<file path="config.mk">
export PLATFORM = sky130hd
export DESIGN_NAME = lif_neuron_sync
export DESIGN_NICKNAME = d
export VERILOG_FILES = /design/src/rtl/lif_neuron_sync.sv
export SDC_FILE = /design/constraint.sdc
export NUM_CORES = 1
export LEC_CHECK = 0
export BUFFER_PORTS_ARGS = -buffer_cell sky130_fd_sc_hd__buf_2
export CAP_MARGIN = 20
export CORE_ASPECT_RATIO = 1.2
export CORE_MARGIN = 1.5
export CORE_UTILIZATION = 55
export DETAILED_ROUTE_END_ITERATION = 7
export GPL_TIMING_DRIVEN = 0
export PLACE_DENSITY = 0.84
export SYNTH_ARGS = -nofsm -noshare
export SYNTH_HDL_FRONTEND = slang
export SYNTH_SLANG_ARGS = --single-unit
</file>
<file path="constraint.sdc">
create_clock -name clk -period 4.9 [get_ports clk]
set_clock_uncertainty 0.15 [all_clocks]
set_input_delay 0.49 -clock clk [delete_from_list [all_inputs] [get_ports clk]]
set_output_delay 0.49 -clock clk [all_outputs]
set_load 0.01 [all_outputs]
</file>
<file path="src/rtl/lif_neuron_sync.sv">
// +--------------------------------------------------------------------------+
// | lif_neuron_sync: clocked leaky integrate-and-fire neuron with N_IN       |
// | four-phase input channels and one four-phase spike output channel.       |
// | Revision: 1.0                                                            |
// +--------------------------------------------------------------------------+
`default_nettype none

module lif_neuron_sync #(
  parameter int N_IN        = 4,
  parameter int DATA_BITS   = 10,
  parameter int ACC_BITS    = 12,
  parameter int THOLD       = 512,
  parameter int LEAK        = 1,
  parameter int LEAK_PERIOD = 16,
  parameter int REFRACT     = 4
) (
  input  logic                      clk,
  input  logic                      rst,
  input  logic [N_IN*DATA_BITS-1:0] data_in,
  input  logic [N_IN-1:0]           req_in,
  output logic [N_IN-1:0]           ack_in,
  output logic                      req_out,
  input  logic                      ack_out,
  output logic [ACC_BITS-1:0]       potential,
  output logic [1:0]                state_o
);

  localparam int PTR_W = (N_IN > 1) ? $clog2(N_IN) : 1;
  localparam int LC_W  = (LEAK_PERIOD > 1) ? $clog2(LEAK_PERIOD) : 1;
  localparam int RC_W  = (REFRACT > 1) ? $clog2(REFRACT) : 1;
  localparam int SUM_W = ACC_BITS + 2;

  typedef enum logic [1:0] {
    ST_INTEG    = 2'd0,
    ST_FIRE_REQ = 2'd1,
    ST_FIRE_REL = 2'd2,
    ST_REFRACT  = 2'd3
  } state_t;

  state_t               r_state;
  logic [N_IN-1:0]      r_req_meta;
  logic [N_IN-1:0]      r_sreq;
  logic                 r_ack_meta;
  logic                 r_sack;
  logic [PTR_W-1:0]     r_rr_ptr;
  logic [RC_W-1:0]      r_ref_cnt;

  logic [N_IN-1:0]      w_pend;
  logic                 w_grant_vld;
  logic [PTR_W-1:0]     w_grant_idx;
  logic [DATA_BITS-1:0] w_weight;
  logic                 w_leak_tick;
  logic [SUM_W-1:0]     w_add;
  logic [SUM_W-1:0]     w_leak_amt;
  logic [SUM_W-1:0]     w_sum;
  logic [ACC_BITS-1:0]  w_clamped;

  always_ff @(posedge clk or posedge rst) begin
    if (rst) begin
      r_req_meta <= '0;
      r_sreq     <= '0;
      r_ack_meta <= 1'b0;
      r_sack     <= 1'b0;
    end else begin
      r_req_meta <= req_in;
      r_sreq     <= r_req_meta;
      r_ack_meta <= ack_out;
      r_sack     <= r_ack_meta;
    end
  end

  // A channel is pending only in IDLE, i.e. while its ack is still low.
  assign w_pend = r_sreq & ~ack_in;

  // Round-robin: search from r_rr_ptr upward, then wrap to the low channels.
  always_comb begin
    w_grant_vld = 1'b0;
    w_grant_idx = '0;
    w_weight    = '0;
    for (int i = 0; i < N_IN; i++) begin
      if (!w_grant_vld && w_pend[i] && (i >= int'(r_rr_ptr))) begin
        w_grant_vld = 1'b1;
        w_grant_idx = PTR_W'(i);
        w_weight    = data_in[i*DATA_BITS +: DATA_BITS];
      end
    end
    for (int i = 0; i < N_IN; i++) begin
      if (!w_grant_vld && w_pend[i] && (i < int'(r_rr_ptr))) begin
        w_grant_vld = 1'b1;
        w_grant_idx = PTR_W'(i);
        w_weight    = data_in[i*DATA_BITS +: DATA_BITS];
      end
    end
  end

  always_ff @(posedge clk or posedge rst) begin
    if (rst) begin
      ack_in   <= '0;
      r_rr_ptr <= '0;
    end else begin
      for (int i = 0; i < N_IN; i++) begin
        if (ack_in[i]) begin
          if (!r_sreq[i]) ack_in[i] <= 1'b0;
        end else if (w_grant_vld && (w_grant_idx == PTR_W'(i))) begin
          ack_in[i] <= 1'b1;
        end
      end
      if (w_grant_vld) begin
        r_rr_ptr <= (w_grant_idx == PTR_W'(N_IN - 1)) ? '0 : w_grant_idx + 1'b1;
      end
    end
  end

  generate
    if (LEAK_PERIOD > 0) begin : g_leak_on
      logic [LC_W-1:0] r_leak_cnt;
      always_ff @(posedge clk or posedge rst) begin
        if (rst) begin
          r_leak_cnt <= '0;
        end else if (r_leak_cnt == LC_W'(LEAK_PERIOD - 1)) begin
          r_leak_cnt <= '0;
        end else begin
          r_leak_cnt <= r_leak_cnt + 1'b1;
        end
      end
      assign w_leak_tick = (r_leak_cnt == LC_W'(LEAK_PERIOD - 1));
    end else begin : g_leak_off
      assign w_leak_tick = 1'b0;
    end
  endgenerate

  // Two guard bits: one for overflow above the accumulator, one for going negative.
  assign w_add      = w_grant_vld ? SUM_W'(w_weight) : '0;
  assign w_leak_amt = (w_leak_tick && (r_state == ST_INTEG)) ? SUM_W'(LEAK) : '0;
  assign w_sum      = SUM_W'(potential) + w_add - w_leak_amt;

  always_comb begin
    if (w_sum[SUM_W-1]) begin
      w_clamped = '0;
    end else if (w_sum[ACC_BITS]) begin
      w_clamped = '1;
    end else begin
      w_clamped = w_sum[ACC_BITS-1:0];
    end
  end

  always_ff @(posedge clk or posedge rst) begin
    if (rst) begin
      r_state   <= ST_INTEG;
      potential <= '0;
      req_out   <= 1'b0;
      r_ref_cnt <= '0;
    end else begin
      case (r_state)
        ST_INTEG: begin
          if (w_clamped >= ACC_BITS'(THOLD)) begin
            potential <= '0;
            req_out   <= 1'b1;
            r_state   <= ST_FIRE_REQ;
          end else begin
            potential <= w_clamped;
          end
        end
        ST_FIRE_REQ: begin
          if (r_sack) begin
            req_out <= 1'b0;
            r_state <= ST_FIRE_REL;
          end
        end
        ST_FIRE_REL: begin
          if (!r_sack) begin
            r_ref_cnt <= '0;
            r_state   <= (REFRACT == 0) ? ST_INTEG : ST_REFRACT;
          end
        end
        default: begin
          if (r_ref_cnt == RC_W'(REFRACT - 1)) begin
            r_state <= ST_INTEG;
          end else begin
            r_ref_cnt <= r_ref_cnt + 1'b1;
          end
        end
      endcase
    end
  end

  assign state_o = r_state;

endmodule

`default_nettype wire

</file>
==> results.cfg <==
[routing]
drt_pass1_iterations = 5
drt_iter0_markers = 158
detail_route.wl_per_cell_um = 15.2
route.detailed.drc = 0
vias_per_cell = 5.99
vias = 2779
wl_mm = 7.07
ant_nets = 0

[place]
dpl.hpwl_mm = 5.48
dp_slack_ns = -0.0412
post_dp_cell_area_sq_mm = 0.00330
io_buffers = 65
globalplace.congestion = 0.842

[global_routing]
track_usage = 0.254
grt_start_max_net_pins = 20
grt_overflow_total = 0
grt_pass1_vias = 2517
antenna_found_initial = 0
grt_pass1_wl_mm = 10.8

[setup_path]
cp_data_required_time_ns = 4.96
critPathArrivalTime_ns = 4.70
rr_worst_depth = 19
crit_path_end_kind = flop
worstSetupPathType = flop to flop
crit_chain = clkbuf_1, inv_1, nand2_1, a21oi_2, a211oi_2, a221o_1, mux2_2, a221oi_2, ha_1, inv_1, ha_1, fa_1, a21o_1, a221oi_4, o21ai_1, mux2i_1, o211a_2, nand4b_4, o22ai_1
crit_family = compound AO/OA/AOI/OAI gates
startpoint_type = flop
cp.buffers_inverters = 3
critPathMaxFanout = 9
max_stage_delay_ns = 0.41
path_depth = 19
crit_path_top_delay_cell = fa_1

[timing]
setup_viol = 0
layout_setup_ws_ns = 0.262
period_minus_slack_ns = 4.64
rsz0062_at_grt = no
period_share = 0.947
worstMarginPinSlew_ns = 0.796
finalHoldViolCount = 0
slew_violations = 0
maxSlewHeadroom = 0.469
fmax_ghz = 0.216

[synth]
synth_cells = 332
ys_seq_area_frac = 0.323
synthArstFlopShare = 1.00
synthesis.area_sq_mm = 0.00287
avgSynthCellArea_sq_um = 8.65
ys_types = 50
yosys_warnings = 0
synth-edff-count = 0
synth-seq-cells = 37
synthFlopType = dfrtp_1
synth_nets = 413

[floorplan]
rows = 28
io_pins = 66
die_h_um = 82.1
design.core.area_sq_mm = 0.00497
initial_core_util = 0.577
die_w_um = 68.9
die_area_sq_mm = 0.00566

[clock_network]
cts_setup_buffers = 0
numCtsBuffers = 5
clkTransAtPathRegs_ns = 0.08
cts_tree = built
clockRootBuffer = clkbuf_8
clk_latency_ns = 0.29
ctsHtreeMaxLevel = 2
cts_max_path_buffers = 2
clock_sinks = 37

[cells_and_area]
area_delta_synth_final_pct = 20.1
ff_latch_area_sq_um = 926
fill_cells = 394
antenna_cells = 0
layout_common_cells = buf_2 (66), inv_1 (44), dfrtp_1 (37)
nNetsFinal = 485
multi_input_area_sq_mm = 0.00182
layout-drive-gt1-share = 0.243
final_area_sq_mm = 0.00345
final_common_cell = buf_2

[hold_path]
worstHoldPathType = input port to flop
hold_path_depth = 1

[job]
max-cap-violations = 0

[status]
outcome = complete, no violations
metrics by stage:
step                utilization  cells  TNS, ns  hold WS (ns)
floorplan                     -    332        0         0.181
global placement          0.657    457        0         0.183
detailed placement        0.663    458  -0.0660         0.186
CTS                       0.683    465        0         0.151
global route              0.693    464        0         0.144
finish                    0.693    464        0         0.155
final cells by class:
type / count / area share
clock buffers: 6 / 0.0239
clock inverters: 1 / 0.00218
repair buffers: 66 / 0.102
plain buffers: 5 / 0.00581
well taps: 60 / 0.0218
multi-input cells: 245 / 0.528
flip-flops and latches: 37 / 0.269
inverters: 44 / 0.0479
routing by layer:
layer | vias up | routed length [um] | track usage
met4 | 0 | 170 | 0.0902
met1 | 1307 | 3060 | 0.314
li1 | 1351 | - | -
met2 | 102 | 3420 | 0.442
met3 | 19 | 421 | 0.0407
met5 | - | 0 | 0
flip-flops by register name, indices dropped and copies added (netlist names), 2 cells and up:
signal and flops:
potential 12, r_req_meta 4, r_sreq 4, state_o 2
ack_in 4, g_leak_on.r_leak_cnt 4, r_ref_cnt 2, r_rr_ptr 2
synthesized netlist by cell type, drive strengths merged (3+ instances only):
master	n	area, sq um
a22o	7	61.3
a221oi	12	111
nand4	3	18.8
xnor2	4	35.0
o22ai	8	50.1
dfrtp	37	926
a221o	3	30.0
or3	3	18.8
nand2b	4	25.0
a21oi	22	110
xor2	3	26.3
a211oi	6	55.1
nor2b	5	31.3
ha	33	413
mux2	4	45.0
nand3	10	50.1
inv	44	165
nand2	23	86.3
a21o	6	45.0
nor3	16	80.1
a31oi	3	18.8
o21ai	21	105
clkbuf	5	18.8
nor2	21	78.8
cells by family (layout without fill, tap and decap cells):
family          Yosys count  after routing  synth area share
flops                    37             37             0.323
buf+inv                  50            122            0.0658
xor+xnor                  7              7            0.0214
mux                       5              5            0.0192
fa+ha+maj                34             34             0.151
simple gates             97             97             0.170
compound gates          102            102             0.250
worst register-to-register path, delay by kind of cell (launching register included):
family | cells | cell delay [ns]
AOI/OAI and AO/OA | 9 | 2.13
adders and majority gates | 3 | 0.76
muxes | 2 | 0.43
buffers and inverters | 3 | 0.38
DFF | 1 | 0.36
and+or+nand+nor | 2 | 0.36
what timing repair did:
item,4_1_cts,5_1_grt
hold buffers,0,0
endpoints found under the setup margin,9,12
resized for setup,2,10
final timing paths:
path | startpoint | to | slack [ns]
worst max-delay path | r_rr_ptr[0]$_DFFE_PP0P_ | potential[8]$_DFFE_PP0P_ | 0.26
worst min-delay path | req_in[0] | r_req_meta[0]$_DFF_PP0_ | 0.15
worst max register to register | r_rr_ptr[0]$_DFFE_PP0P_ | potential[8]$_DFFE_PP0P_ | 0.26
worst min register to register | r_req_meta[3]$_DFF_PP0_ | r_sreq[3]$_DFF_PP0_ | 0.20
max in group asynchronous | rst | r_ref_cnt[1]$_DFFE_PP0P_ | 3.85
min in group asynchronous | rst | r_sreq[3]$_DFF_PP0_ | 0.19
Power is not shown: default switching activity piles up to over one toggle a cycle in this logic, so the estimate is an artifact.
